--- config.mk ---
export PLATFORM = sky130hd
export DESIGN_NAME = cv32e40x_obi_trans_responder_flat
export DESIGN_NICKNAME = d
export VERILOG_FILES = /design/src/rtl/cv32e40x_obi_trans_responder_if.sv /design/src/rtl/cv32e40x_obi_trans_responder.sv /design/src/flat_wrapper.sv
export SDC_FILE = /design/constraint.sdc
export NUM_CORES = 1
export LEC_CHECK = 0
export ABC_AREA = 1
export CAP_MARGIN = 0
export CORE_MARGIN = 2
export CORE_UTILIZATION = 35
export CTS_BUF_LIST = sky130_fd_sc_hd__clkbuf_8
export CTS_CLUSTER_SIZE = 20
export DETAILED_ROUTE_END_ITERATION = 8
export PLACE_DENSITY = 0.78
export REMOVE_ABC_BUFFERS = 1
export SETUP_SLACK_MARGIN = 0.1
export SLEW_MARGIN = 20
export SYNTH_ARGS = -nofsm -noshare
export SYNTH_HDL_FRONTEND = slang
export SYNTH_SLANG_ARGS = --single-unit
--- constraint.sdc ---
create_clock -name clk -period 3.8 [get_ports clk]
set_input_delay 0.95 -clock clk [delete_from_list [all_inputs] [get_ports clk]]
set_output_delay 0.95 -clock clk [all_outputs]
set_load 0.01 [all_outputs]
--- src/rtl/cv32e40x_obi_trans_responder_if.sv ---
// Transaction-side and OBI-side signal bundle for the MPU/PMA bus responder.
// The slave modport is the responder's view; master is the MPU-plus-bus view.
interface cv32e40x_obi_trans_responder_if;
   logic        trans_valid_i;
   logic        trans_ready_o;
   logic [31:0] trans_addr_i;
   logic        trans_we_i;
   logic [3:0]  trans_be_i;
   logic [31:0] trans_wdata_i;

   logic        obi_req_o;
   logic        obi_gnt_i;
   logic [31:0] obi_addr_o;
   logic        obi_we_o;
   logic [3:0]  obi_be_o;
   logic [31:0] obi_wdata_o;
   logic        obi_rvalid_i;
   logic [31:0] obi_rdata_i;
   logic        obi_err_i;

   logic        resp_valid_o;
   logic [31:0] resp_rdata_o;
   logic        resp_err_o;
   logic        resp_we_o;
   logic [2:0]  outstanding_o;
   logic        one_txn_pend_n_o;
   logic        busy_o;

   modport slave (
      input  trans_valid_i, trans_addr_i, trans_we_i, trans_be_i, trans_wdata_i,
      input  obi_gnt_i, obi_rvalid_i, obi_rdata_i, obi_err_i,
      output trans_ready_o,
      output obi_req_o, obi_addr_o, obi_we_o, obi_be_o, obi_wdata_o,
      output resp_valid_o, resp_rdata_o, resp_err_o, resp_we_o,
      output outstanding_o, one_txn_pend_n_o, busy_o
   );

   modport master (
      output trans_valid_i, trans_addr_i, trans_we_i, trans_be_i, trans_wdata_i,
      output obi_gnt_i, obi_rvalid_i, obi_rdata_i, obi_err_i,
      input  trans_ready_o,
      input  obi_req_o, obi_addr_o, obi_we_o, obi_be_o, obi_wdata_o,
      input  resp_valid_o, resp_rdata_o, resp_err_o, resp_we_o,
      input  outstanding_o, one_txn_pend_n_o, busy_o
   );
endinterface

--- src/rtl/cv32e40x_obi_trans_responder.sv ---
// Holds one MPU transaction as a stable OBI address phase and returns in-order
// responses tagged with the access type recorded at grant.
module cv32e40x_obi_trans_responder #(
   parameter int unsigned MAX_OUTSTANDING = 2
) (
   input logic                           clk,
   input logic                           rst_n,
   cv32e40x_obi_trans_responder_if.slave bus
);

   localparam int unsigned PtrW = (MAX_OUTSTANDING > 1) ? $clog2(MAX_OUTSTANDING) : 1;
   typedef logic [PtrW-1:0] ptr_t;

   logic                       r_req;
   logic [31:0]                r_addr;
   logic                       r_we;
   logic [3:0]                 r_be;
   logic [31:0]                r_wdata;
   logic [2:0]                 r_cnt;
   logic [MAX_OUTSTANDING-1:0] r_fifo;
   ptr_t                       r_wptr;
   ptr_t                       r_rptr;

   logic       w_ready;
   logic       w_accept;
   logic       w_grant;
   logic       w_pop;
   logic       w_req_n;
   logic [2:0] w_cnt_n;

   function automatic ptr_t ptr_inc(ptr_t p);
      return (p == ptr_t'(MAX_OUTSTANDING - 1)) ? '0 : p + ptr_t'(1);
   endfunction

   // A response in the same cycle frees a slot, so a full responder can still accept.
   always_comb begin
      w_ready  = (!r_req || bus.obi_gnt_i) &&
                 ((int'(r_cnt) + int'(r_req) - int'(bus.obi_rvalid_i)) < int'(MAX_OUTSTANDING));
      w_accept = bus.trans_valid_i && w_ready;
      w_grant  = r_req && bus.obi_gnt_i;
      w_pop    = bus.obi_rvalid_i && (r_cnt != '0);
      w_req_n  = w_accept || (r_req && !bus.obi_gnt_i);
      w_cnt_n  = r_cnt + {2'b00, w_grant} - {2'b00, w_pop};
   end

   always_ff @(posedge clk or negedge rst_n) begin
      if (!rst_n) begin
         r_req   <= 1'b0;
         r_addr  <= '0;
         r_we    <= 1'b0;
         r_be    <= '0;
         r_wdata <= '0;
         r_cnt   <= '0;
         r_fifo  <= '0;
         r_wptr  <= '0;
         r_rptr  <= '0;
      end else begin
         r_req <= w_req_n;
         r_cnt <= w_cnt_n;
         if (w_accept) begin
            r_addr  <= bus.trans_addr_i;
            r_we    <= bus.trans_we_i;
            r_be    <= bus.trans_be_i;
            r_wdata <= bus.trans_wdata_i;
         end
         // Push the type of the transaction leaving the request register, not the new one.
         if (w_grant) begin
            r_fifo[r_wptr] <= r_we;
            r_wptr         <= ptr_inc(r_wptr);
         end
         if (w_pop) begin
            r_rptr <= ptr_inc(r_rptr);
         end
      end
   end

   assign bus.trans_ready_o    = w_ready;
   assign bus.obi_req_o        = r_req;
   assign bus.obi_addr_o       = r_addr;
   assign bus.obi_we_o         = r_we;
   assign bus.obi_be_o         = r_be;
   assign bus.obi_wdata_o      = r_wdata;
   assign bus.resp_valid_o     = w_pop;
   assign bus.resp_rdata_o     = w_pop ? bus.obi_rdata_i : '0;
   assign bus.resp_err_o       = w_pop && bus.obi_err_i;
   assign bus.resp_we_o        = w_pop && r_fifo[r_rptr];
   assign bus.outstanding_o    = r_cnt;
   assign bus.busy_o           = r_req || (r_cnt != '0);
   assign bus.one_txn_pend_n_o = (({1'b0, w_cnt_n} + {3'b000, w_req_n}) == 4'd1);

   a_no_spurious_rvalid : assert property (
      @(posedge clk) disable iff (!rst_n) bus.obi_rvalid_i |-> (r_cnt != '0))
      else $warning("spurious obi rvalid dropped");

   a_addr_phase_stable : assert property (
      @(posedge clk) disable iff (!rst_n)
      (r_req && !bus.obi_gnt_i) |=> (r_req && $stable({r_addr, r_we, r_be, r_wdata})))
      else $error("obi address phase changed before grant");

endmodule

--- src/flat_wrapper.sv ---
// flat-port wrapper written by rule: the top's interface ports become plain ports
module cv32e40x_obi_trans_responder_flat 
#(
   parameter int unsigned MAX_OUTSTANDING = 2
)
  (clk, rst_n, bus_trans_valid_i, bus_trans_addr_i, bus_trans_we_i, bus_trans_be_i, bus_trans_wdata_i, bus_obi_gnt_i, bus_obi_rvalid_i, bus_obi_rdata_i, bus_obi_err_i, bus_trans_ready_o, bus_obi_req_o, bus_obi_addr_o, bus_obi_we_o, bus_obi_be_o, bus_obi_wdata_o, bus_resp_valid_o, bus_resp_rdata_o, bus_resp_err_o, bus_resp_we_o, bus_outstanding_o, bus_one_txn_pend_n_o, bus_busy_o);
  cv32e40x_obi_trans_responder_if bus_i ();
  input logic clk;
  input logic rst_n;
  input wire logic [$bits(bus_i.trans_valid_i)-1:0] bus_trans_valid_i;
  input wire logic [$bits(bus_i.trans_addr_i)-1:0] bus_trans_addr_i;
  input wire logic [$bits(bus_i.trans_we_i)-1:0] bus_trans_we_i;
  input wire logic [$bits(bus_i.trans_be_i)-1:0] bus_trans_be_i;
  input wire logic [$bits(bus_i.trans_wdata_i)-1:0] bus_trans_wdata_i;
  input wire logic [$bits(bus_i.obi_gnt_i)-1:0] bus_obi_gnt_i;
  input wire logic [$bits(bus_i.obi_rvalid_i)-1:0] bus_obi_rvalid_i;
  input wire logic [$bits(bus_i.obi_rdata_i)-1:0] bus_obi_rdata_i;
  input wire logic [$bits(bus_i.obi_err_i)-1:0] bus_obi_err_i;
  output wire logic [$bits(bus_i.trans_ready_o)-1:0] bus_trans_ready_o;
  output wire logic [$bits(bus_i.obi_req_o)-1:0] bus_obi_req_o;
  output wire logic [$bits(bus_i.obi_addr_o)-1:0] bus_obi_addr_o;
  output wire logic [$bits(bus_i.obi_we_o)-1:0] bus_obi_we_o;
  output wire logic [$bits(bus_i.obi_be_o)-1:0] bus_obi_be_o;
  output wire logic [$bits(bus_i.obi_wdata_o)-1:0] bus_obi_wdata_o;
  output wire logic [$bits(bus_i.resp_valid_o)-1:0] bus_resp_valid_o;
  output wire logic [$bits(bus_i.resp_rdata_o)-1:0] bus_resp_rdata_o;
  output wire logic [$bits(bus_i.resp_err_o)-1:0] bus_resp_err_o;
  output wire logic [$bits(bus_i.resp_we_o)-1:0] bus_resp_we_o;
  output wire logic [$bits(bus_i.outstanding_o)-1:0] bus_outstanding_o;
  output wire logic [$bits(bus_i.one_txn_pend_n_o)-1:0] bus_one_txn_pend_n_o;
  output wire logic [$bits(bus_i.busy_o)-1:0] bus_busy_o;
  assign bus_i.trans_valid_i = bus_trans_valid_i;
  assign bus_i.trans_addr_i = bus_trans_addr_i;
  assign bus_i.trans_we_i = bus_trans_we_i;
  assign bus_i.trans_be_i = bus_trans_be_i;
  assign bus_i.trans_wdata_i = bus_trans_wdata_i;
  assign bus_i.obi_gnt_i = bus_obi_gnt_i;
  assign bus_i.obi_rvalid_i = bus_obi_rvalid_i;
  assign bus_i.obi_rdata_i = bus_obi_rdata_i;
  assign bus_i.obi_err_i = bus_obi_err_i;
  assign bus_trans_ready_o = bus_i.trans_ready_o;
  assign bus_obi_req_o = bus_i.obi_req_o;
  assign bus_obi_addr_o = bus_i.obi_addr_o;
  assign bus_obi_we_o = bus_i.obi_we_o;
  assign bus_obi_be_o = bus_i.obi_be_o;
  assign bus_obi_wdata_o = bus_i.obi_wdata_o;
  assign bus_resp_valid_o = bus_i.resp_valid_o;
  assign bus_resp_rdata_o = bus_i.resp_rdata_o;
  assign bus_resp_err_o = bus_i.resp_err_o;
  assign bus_resp_we_o = bus_i.resp_we_o;
  assign bus_outstanding_o = bus_i.outstanding_o;
  assign bus_one_txn_pend_n_o = bus_i.one_txn_pend_n_o;
  assign bus_busy_o = bus_i.busy_o;
  cv32e40x_obi_trans_responder #(.MAX_OUTSTANDING(MAX_OUTSTANDING)) u_core (.clk(clk), .rst_n(rst_n), .bus(bus_i));
endmodule
## After elaboration in Yosys (flattened, before gate mapping)

Cells that the tools add are included.

- Bits in registers: 77
- Bits in latches: 0
- RAM bits: 0
- Memory bits (read-only): 0
- Word-level logic and storage cells: 43
- Memories: 0

- $add $sub $neg: 7
- Multipliers: 0
- Div/mod/pow operators: 0
- Magnitude comparators: 4
- Equality and inequality tests: 1
- Shift operators: 0
- Muxes and demuxes: 8
- Bitwise logic cells: 0
- Reduce and logical (&&, ||, !) cells: 14

Operators with widths:

| operator | number |
|---|---|
| $lt A32 B3 Y1 const B | 1 |
| $mux W32 | 1 |
| $sub A32 B2 Y32 | 1 |
| $add A3 B1 Y4 | 2 |
| $logic_and A1 B1 Y1 | 8 |
| $mux W1 | 5 |
| $eq A4 B1 Y1 const B | 1 |
| $lt A1 B2 Y1 const B | 2 |
| $add A3 B1 Y3 | 1 |
| $logic_or A1 B1 Y1 | 3 |
| $reduce_bool A3 Y1 | 1 |
| $sub A3 B1 Y3 | 1 |
| $add A1 B1 Y1 const B | 2 |
| $bwmux W2 | 1 |
| $logic_not A1 Y1 | 2 |
| $demux W1 S1 | 1 |
| $ge A1 B1 Y1 const B | 1 |

## Longest topological paths before layout

Gate-level depths: netlist of the first run.

- Word-level depth: 8
- Depth in mapped cells: 19
- Mapped depth without buffers: 18

## Least setup slack after synthesis of the first run

OpenSTA, ideal clock, no wires.

- Path kind: input to output
- Start: in bus_obi_rvalid_i
- End: out bus_one_txn_pend_n_o
- Arrival: 3352 ps
- Data required time: 2850 ps
- Path slack: -502 ps
- Cell stages on the path: 12
- Path buffers: 1
- Cells stage by stage: o31ai_2 -> clkbuf_1 -> inv_1 -> ha_1 -> inv_1 -> ha_1 -> fa_1 -> ha_1 -> inv_1 -> a21oi_1 -> nor2_1 -> nor4b_1

- Elaborated cells between the ends (all ways): 9
- Those cells by class: add/sub (3); order compare (1); eq/ne (1); reduce/logical (4)

RTL lines:

| item | line | text |
|---|---|---|
| start, declared | flat_wrapper.sv:16 | `input wire logic [$bits(bus_i.obi_rvalid_i)-1:0] bus_obi_rvalid_i;` |
| $logic_and A1 B1 Y1 | cv32e40x_obi_trans_responder.sv:41 | `w_pop = bus.obi_rvalid_i && (r_cnt != '0);` |
| named net bus_resp_valid_o | flat_wrapper.sv:25 | `output wire logic [$bits(bus_i.resp_valid_o)-1:0] bus_resp_valid_o;` |
| $sub A3 B1 Y3 | cv32e40x_obi_trans_responder.sv:43 | `w_cnt_n = r_cnt + {2'b00, w_grant} - {2'b00, w_pop};` |
| named net u_core.w_cnt_n[1] | cv32e40x_obi_trans_responder.sv:29 | `logic [2:0] w_cnt_n;` |
| $add A3 B1 Y4 | cv32e40x_obi_trans_responder.sv:89 | `assign bus.one_txn_pend_n_o = (({1'b0, w_cnt_n} + {3'b000, w_req_n}) == 4'd1);` |
| $eq A4 B1 Y1 | cv32e40x_obi_trans_responder.sv:89 |  |
| end, declared | flat_wrapper.sv:30 | `output wire logic [$bits(bus_i.one_txn_pend_n_o)-1:0] bus_one_txn_pend_n_o;` |

The timed path passes the listed nets, and every way through them passes these cells.

## Final worst setup path of the first run

- Start: in bus_obi_rvalid_i
- End: out bus_one_txn_pend_n_o

- Elaborated cells between the ends (all ways): 9
- Those cells by class: add/sub (3); order compare (1); eq/ne (1); reduce/logical (4)

RTL lines:

| item | line |
|---|---|
| $logic_and A1 B1 Y1 | cv32e40x_obi_trans_responder.sv:41 |
| $sub A3 B1 Y3 | cv32e40x_obi_trans_responder.sv:43 |
| named net u_core.w_cnt_n[1] | cv32e40x_obi_trans_responder.sv:29 |
| $add A3 B1 Y4 | cv32e40x_obi_trans_responder.sv:89 |
| $eq A4 B1 Y1 | cv32e40x_obi_trans_responder.sv:89 |

The timed path passes the listed nets, and every way through them passes these cells.

==> metrics, run 1 <==
DRT antenna net count=0; Slew Limit Fails=0; Int Power=roughly 3.0 mW; register bit total from synthesis=77; Die H=between 100 and 150 microns; GR Util met3=between 5 and 6%; Max-Cap Viols=0; Clock Tree Buf Depth=2; Netlist Area Pre-Place=3699 sq um; critical path's most frequent cell=inv_2; Core ar.=a little over 10000 sq um; Synth warnings=0; area grow syn2layout=72.63%; Synth top cells by count=nand2_1 (158), dfrtp_1 (77), nand4_1 (70); Sequential Power Share=between 20 and 30%; final clock skew=around 0.0099 ns; register area share after synthesis=between 50% and 60%; largest area contributor in the netlist=dfrtp_1; RSZ-0062 raised after global routing=yes; overall routing resource usage=slightly below 20%; final core utilization=between 60% and 70%; element type at the critical path end=output port; Req. time, crit path=between 2 and 3 ns; slowest stage delay, CP=0.57 ns; iteration count of the initial detailed-routing pass=4; via count=roughly 3800; Register Area=between 1500 and 2000 sq um; most frequent cell after synthesis=nand2_1; f_max=~250 MHz; Mean Syn Cell Area=~8.1 sq um; DR WL/cell=between 10 and 15 microns; Clock transition at path regs=roughly 0.070 ns; Worst-Margin Slew=roughly 0.96 ns; Ant. Diodes=0; CP cell instances=buf_8 > o31ai_4 > inv_2 > ha_1 > inv_1 > ha_2 > fa_2 > ha_4 > inv_2 > a21oi_2 > nor2_2 > nor4b_2 > buf_2; Mapped Cells=around 450; clock power share=a little over an eighth; final net count=between 700 and 800; Synth cell types=24; minimum clock period=a little under 4 ns; worst-path fanout max=2; PwrDens=approximately 800 nW/um^2; WP buf/inv=5; Worst Path Arrival=roughly 3.0 ns; Synth area leaders=dfrtp_1 (52%), nand2_1 (16%), nand4_1 (12%), inv_1 (5.2%), nor2_1 (3.7%); Post-DP HPWL=around 8300 microns; Die Area=around 11000 sq um; largest net degree at the start of global routing=78; CTS sink count=77; clock latency on the worst-skew pair=roughly 0.35 ns; Setup crit start kind=primary input; FFs w/ async S/R, synth=100.0%; Final Cell Area=approximately 6400 sq um; share of cells above drive strength 1=between 10 and 15%; placed cell areas=6015 sq um; Worst Setup Slack, final=-0.1702 ns; status=finished with violations; hold slack=about 0.47 ns; Via density=between 4 and 5; Logic pwr share=a little under three fifths; post-synth top area share=a little over half; WL final=about 12000 microns; delay-heaviest family, CP=adder cells; CTS tree=done; drc violations=0; worst rel slew slack=36.21%; number of synthesized flops with an enable pin=0; GRT Residual Overflow=0; worst hold path class=flop to flop; Leak Pwr=a little over 3 nW; Filler cells=a little under 900; Net Sw Power=a little over 2 mW; routability congestion estimate=0.7810; gr busiest metal=met2; initial antenna violation count=0; post-place setup slack=-1.112 ns; DR iter-0 viols=125; main flop type after synthesis=dfrtp_1; M2 GR Usage=between 30% and 40%; Initial Util=between 30% and 40%; I/O Buffers=roughly 220; fin crit share=104.5%; Die Width=around 110 microns; Final Setup Violations=1; CTS H-tree depth=3; Multi-input gate area=roughly 1500 sq um; Setup CP Type=primary input to output port; clk root buf=clkbuf_8; first-pass GRT wire length=17980 microns; CTS buffer count=9; sw frac=40.63%; VDD IR max=between 500 and 600 uV; GR Util met1=around 22%; total power=roughly 5 mW; I/O pin cnt=218; FP Rows=37; final hold viol count=0; failing checks=setup timing; Critical-path top delay cell=fa_2; vias in the first global route=approximately 3800
[final timing paths]
kind / from / end / slack, ns / cells after the start
worst max-delay path: bus_obi_rvalid_i / bus_one_txn_pend_n_o / -0.17 / 13
worst min-delay path: u_core.bus.obi_wdata_o[7]$_DFFE_PN0P_ / u_core.bus.obi_wdata_o[7]$_DFFE_PN0P_ / 0.47 / 2
worst max register to register: u_core.bus.outstanding_o[0]$_DFF_PN0_ / u_core.bus.obi_wdata_o[20]$_DFFE_PN0P_ / 1.22 / 14
worst min register to register: u_core.bus.obi_wdata_o[7]$_DFFE_PN0P_ / u_core.bus.obi_wdata_o[7]$_DFFE_PN0P_ / 0.47 / 2
max in group asynchronous: rst_n / u_core.bus.outstanding_o[0]$_DFF_PN0_ / 2.37 / 1
min in group asynchronous: rst_n / u_core.bus.obi_be_o[0]$_DFFE_PN0P_ / 0.74 / 1
[layout make-up]
| cell class | instances | share of cell area, % |
|---|---|---|
| flip-flops and latches | 77 | 30.24 |
| inverters | 52 | 3.057 |
| clock inverters | 7 | 1.509 |
| multi-input cells | 292 | 24.12 |
| repair buffers | 239 | 36.47 |
| well taps | 136 | 2.665 |
| clock buffers | 9 | 1.940 |
[power by group through the flow]
| stage | combinational (mW) | sequential [mW] | clock [mW] |
|---|---|---|---|
| 2_1_floorplan | 1.07 | 1.60 | 0 |
| 3_3_place_gp | 2.62 | 1.45 | 0 |
| 3_5_place_dp | 2.72 | 1.46 | 0 |
| 4_1_cts | 2.75 | 1.46 | 0.706 |
| 5_1_grt | 3.16 | 1.51 | 0.742 |
| 6_report | 2.86 | 1.47 | 0.683 |
[layout by cell type, fill, tap and decap left out]
master           instances
o21ai_0                  2
inv_1                   45
bufinv_16                2
buf_4                   23
nand4_1                 70
o31ai_4                  1
inv_6                    2
clkdlybuf4s50_1        212
ha_1                     3
nor3_2                   1
dfrtp_2                  3
nand3_1                  1
buf_8                    1
nand3b_1                 1
ha_2                     1
a21oi_2                  1
xor2_1                   2
a21oi_1                  1
nand3_2                  3
nor2_2                   1
or2_2                    2
clkbuf_8                 9
clkinv_2                 2
dlygate4sd2_1            1
dfrtp_1                 74
nand2_2                  7
buf_2                    2
fa_2                     1
inv_2                    7
a21boi_0                 1
nand2_1                152
nor2_1                  35
nor4b_2                  1
clkinv_4                 1
ha_4                     5
[registers in the layout (all words and copies together) (netlist names)]
signal / flops
u_core.bus.obi_we_o: 1
u_core.bus.obi_addr_o: 32
u_core.bus.obi_wdata_o: 32
u_core.bus.outstanding_o: 3
u_core.bus.obi_be_o: 4
u_core.r_fifo: 2
u_core.bus.obi_req_o: 1
u_core.r_rptr: 1
u_core.r_wptr: 1
[logic make-up after synthesis]
| family | share of synthesized area, % |
|---|---|
| AO/OA/AOI/OAI | 1.083 |
| XOR/XNOR | 0.4737 |
| adder cells (fa/ha/maj) | 3.586 |
| buffers and inverters | 9.472 |
| flip-flops | 52.10 |
| AND/OR/NAND/NOR | 33.29 |
[routing by layer]
layer / part of all wire [%] / vias to the layer above / wire, microns
met1: 40 / 1775 / 4663
met3: 8.3 / 9 / 975
met5: 0 / - / 0
met4: 0.85 / 0 / 99
met2: 51 / 161 / 5947
li1: - / 1889 / -
[worst reg2reg max path, cell delays in order, from the launching register on]
cell and delay (ns):
dfrtp_2 0.48, ha_4 0.20, nand3_2 0.10, nand2_2 0.09, nor3_2 0.18, ha_1 0.25
nand2_1 0.08, inv_2 0.04, nand3_2 0.07, nand2_2 0.07, nand3_2 0.07, buf_4 0.10
buf_4 0.52, nand2_1 0.18, nand2_1 0.10
[metrics by stage]
stage               std cells  setup TNS [ns]
global placement          791          -1.080
CTS                       809         -0.2429
floorplan                 421          -1.537
detailed placement        791          -1.261
finish                    812         -0.1702
global route              812         -0.2972
[timing repair]
item,in CTS,in global routing
buffers inserted,2,3
cloned,0,0
hold buffers,0,0
pin swaps,7,22
gates resized for setup,21,24
endpoints found under the setup margin,2,2
(Power assumes the default switching activity.)
==> inputs of run 2 (changes only) <==
==> constraint.sdc (replaced) <==
create_clock -name clk -period 3.8 [get_ports clk]
set_input_delay 0.76 -clock clk [delete_from_list [all_inputs] [get_ports clk]]
set_output_delay 0.76 -clock clk [all_outputs]
set_load 0.01 [all_outputs]
==> run 2 against run 1 <==
Effect of this change: the flow now finishes without violations; clock-buffer cell count increased by 1; hold slack got worse by 0.0014 ns; via count fell by 0.29%; total power shrank 1.7%; sequential share of layout area up 0.37 points; worst setup slack better by 0.20 ns; non-clock buffer count fell by 4; critical endpoint unchanged.
==> metrics, run 2 (same netlist as run 1, synthesis figures left out) <==
minimum clock period=3.768 ns; initial antenna violation count=0; fin crit share=99.17%; RSZ-0062 raised after global routing=yes; vias in the first global route=between 3000 and 4000; DR WL/cell=around 14 microns; share of cells above drive strength 1=between 8 and 9%; drc violations=0; CTS sink count=77; element type at the critical path end=output port; clock latency on the worst-skew pair=0.35 ns; PwrDens=around 800 nW/um^2; FF-to-FF path depth=13; Final Setup Violations=0; I/O Buffers=~220; most frequent cells in the layout=clkdlybuf4s50_1 (213), nand2_1 (154), dfrtp_1 (74), nand4_1 (70), inv_1 (50); final clock skew=0.01101 ns; DRT antenna net count=0; Die H=between 100 and 150 microns; commonest non-fill, non-tap cell in the layout=clkdlybuf4s50_1; CTS tree=done; Ant. Diodes=0; worst rel slew slack=between 30% and 40%; Setup crit start kind=flop; CTS buffer count=9; clk root buf=clkbuf_8; Post-DP HPWL=a little over 8000 microns; delay-heaviest family, CP=simple AND/OR/NAND/NOR gates; final net count=around 800; Leak Pwr=between 3 and 4 nW; slowest stage delay, CP=~0.45 ns; worst hold path class=flop to flop; I/O pin cnt=around 220; CTS H-tree depth=3; total placed cells including tap cells=789; Clock transition at path regs=~0.07 ns; DR iter-0 viols=159; hold slack=approximately 0.47 ns; GRT Residual Overflow=0; Via density=around 4.7; Worst Setup Slack, final=around 0.032 ns; FP Rows=37; WL final=between 10000 and 15000 microns; Critical-path top delay cell=dfrtp_2; status=finished clean; Max-Cap Viols=0; R2R Setup Slk=1.27 ns; depth of the worst hold-timing path=2; final hold viol count=0; area grow syn2layout=70.57%; overall routing resource usage=between 10% and 20%; Core ar.=10280 sq um; routability congestion estimate=between 0.7 and 0.8; first-pass GRT wire length=between 15000 and 20000 microns; critical path's most frequent cell=nand2_2; f_max=roughly 270 MHz; worst-path fanout max=4; VDD IR max=just over 500 uV; Req. time, crit path=just over 3 ns; iteration count of the initial detailed-routing pass=4; CTS Hold Bufs=0; CP cell instances=ha_2 > inv_1 > nand2_2 > inv_1 > ha_1 > nand3b_1 > nand2_1 > nand3_2 > nand2_2 > nand3_2 > nand2_2 > ha_4 > ha_2 > inv_2 > a21oi_2 > nor2_1 > nor4b_2 > buf_2; Fin Setup TNS=0 ns; Die Area=11410 sq um; Slew Limit Fails=0; via count=roughly 3800; total power=just under 5 mW; Worst-Margin Slew=roughly 0.95 ns; largest net degree at the start of global routing=78; WP buf/inv=4; Initial Util=approximately 36%; Die Width=roughly 110 microns; Clock Tree Buf Depth=2; Setup CP Type=flop to output port; WP depth=18; post-place setup slack=-0.6375 ns; Finished Layout Cells=a little over 800; Worst Path Arrival=around 3 ns
-- run 2: layout make-up --
| class | count | area, sq um |
|---|---|---|
| multi-input combinational | 292 | 1493 |
| clock buffer | 10 | 137.6 |
| sequential | 77 | 1931 |
| inverter | 52 | 195.2 |
| fill | 868 | 3969 |
| timing repair buffer | 235 | 2297 |
| tap | 136 | 170.2 |
| clock inverter | 6 | 85.08 |
-- run 2: tightest hold or removal path, delay by kind of cell (launching register included) --
kind | cells | cell delay, ns
simple gates | 2 | 0.10
flops | 1 | 0.35
-- run 2: where the power goes --
| part | total (mW) | internal [mW] | leakage [nW] | switching (mW) |
|---|---|---|---|---|
| sequential | 1.46 | 1.22 | 0.959 | 0.239 |
| combinational | 2.77 | 1.33 | 2.00 | 1.44 |
| clock | 0.693 | 0.387 | 0.114 | 0.306 |
-- run 2: per-stage QoR --
stage | instance area, sq um | util (%)
after global placement | 6000 | 58.38
after floorplan | 3543 | -
after detailed placement | 6000 | 58.38
final | 6309 | 61.38
after CTS | 6248 | 60.80
after global routing | 6309 | 61.38
-- run 2: repair_timing --
action,CTS,global route
pin swaps,6,7
setup endpoints to repair,1,1
setup buffers,0,3
gates resized for setup,16,11
-- run 2: worst paths after layout --
| path | startpoint | end |
|---|---|---|
| worst max-delay path | u_core.bus.outstanding_o[0]$_DFF_PN0_ | bus_one_txn_pend_n_o |
| worst min-delay path | u_core.bus.obi_wdata_o[2]$_DFFE_PN0P_ | u_core.bus.obi_wdata_o[2]$_DFFE_PN0P_ |
| worst max register to register | u_core.bus.outstanding_o[0]$_DFF_PN0_ | u_core.bus.obi_wdata_o[9]$_DFFE_PN0P_ |
| worst min register to register | u_core.bus.obi_wdata_o[2]$_DFFE_PN0P_ | u_core.bus.obi_wdata_o[2]$_DFFE_PN0P_ |
| max in group asynchronous | rst_n | u_core.bus.obi_req_o$_DFF_PN0_ |
| min in group asynchronous | rst_n | u_core.bus.obi_addr_o[11]$_DFFE_PN0P_ |
-- run 2: per-layer routing --
metal	share of wire (%)	track usage, %	up-vias
met5	0	0	-
li1	-	-	1879
met4	1.5	6.401	0
met1	39	22.25	1761
met3	8.7	6.809	20
met2	51	34.71	163
==> inputs of run 3 (changes only) <==
--- a/config.mk
+++ b/config.mk
@@ -15,7 +15,7 @@
 export PLACE_DENSITY = 0.78
 export REMOVE_ABC_BUFFERS = 1
 export SETUP_SLACK_MARGIN = 0.1
-export SLEW_MARGIN = 20
+export SLEW_MARGIN = 15
 export SYNTH_ARGS = -nofsm -noshare
 export SYNTH_HDL_FRONTEND = slang
 export SYNTH_SLANG_ARGS = --single-unit
==> results of run 3 <==
No change in the layout: final DEF, timing and power equal those of run 2.
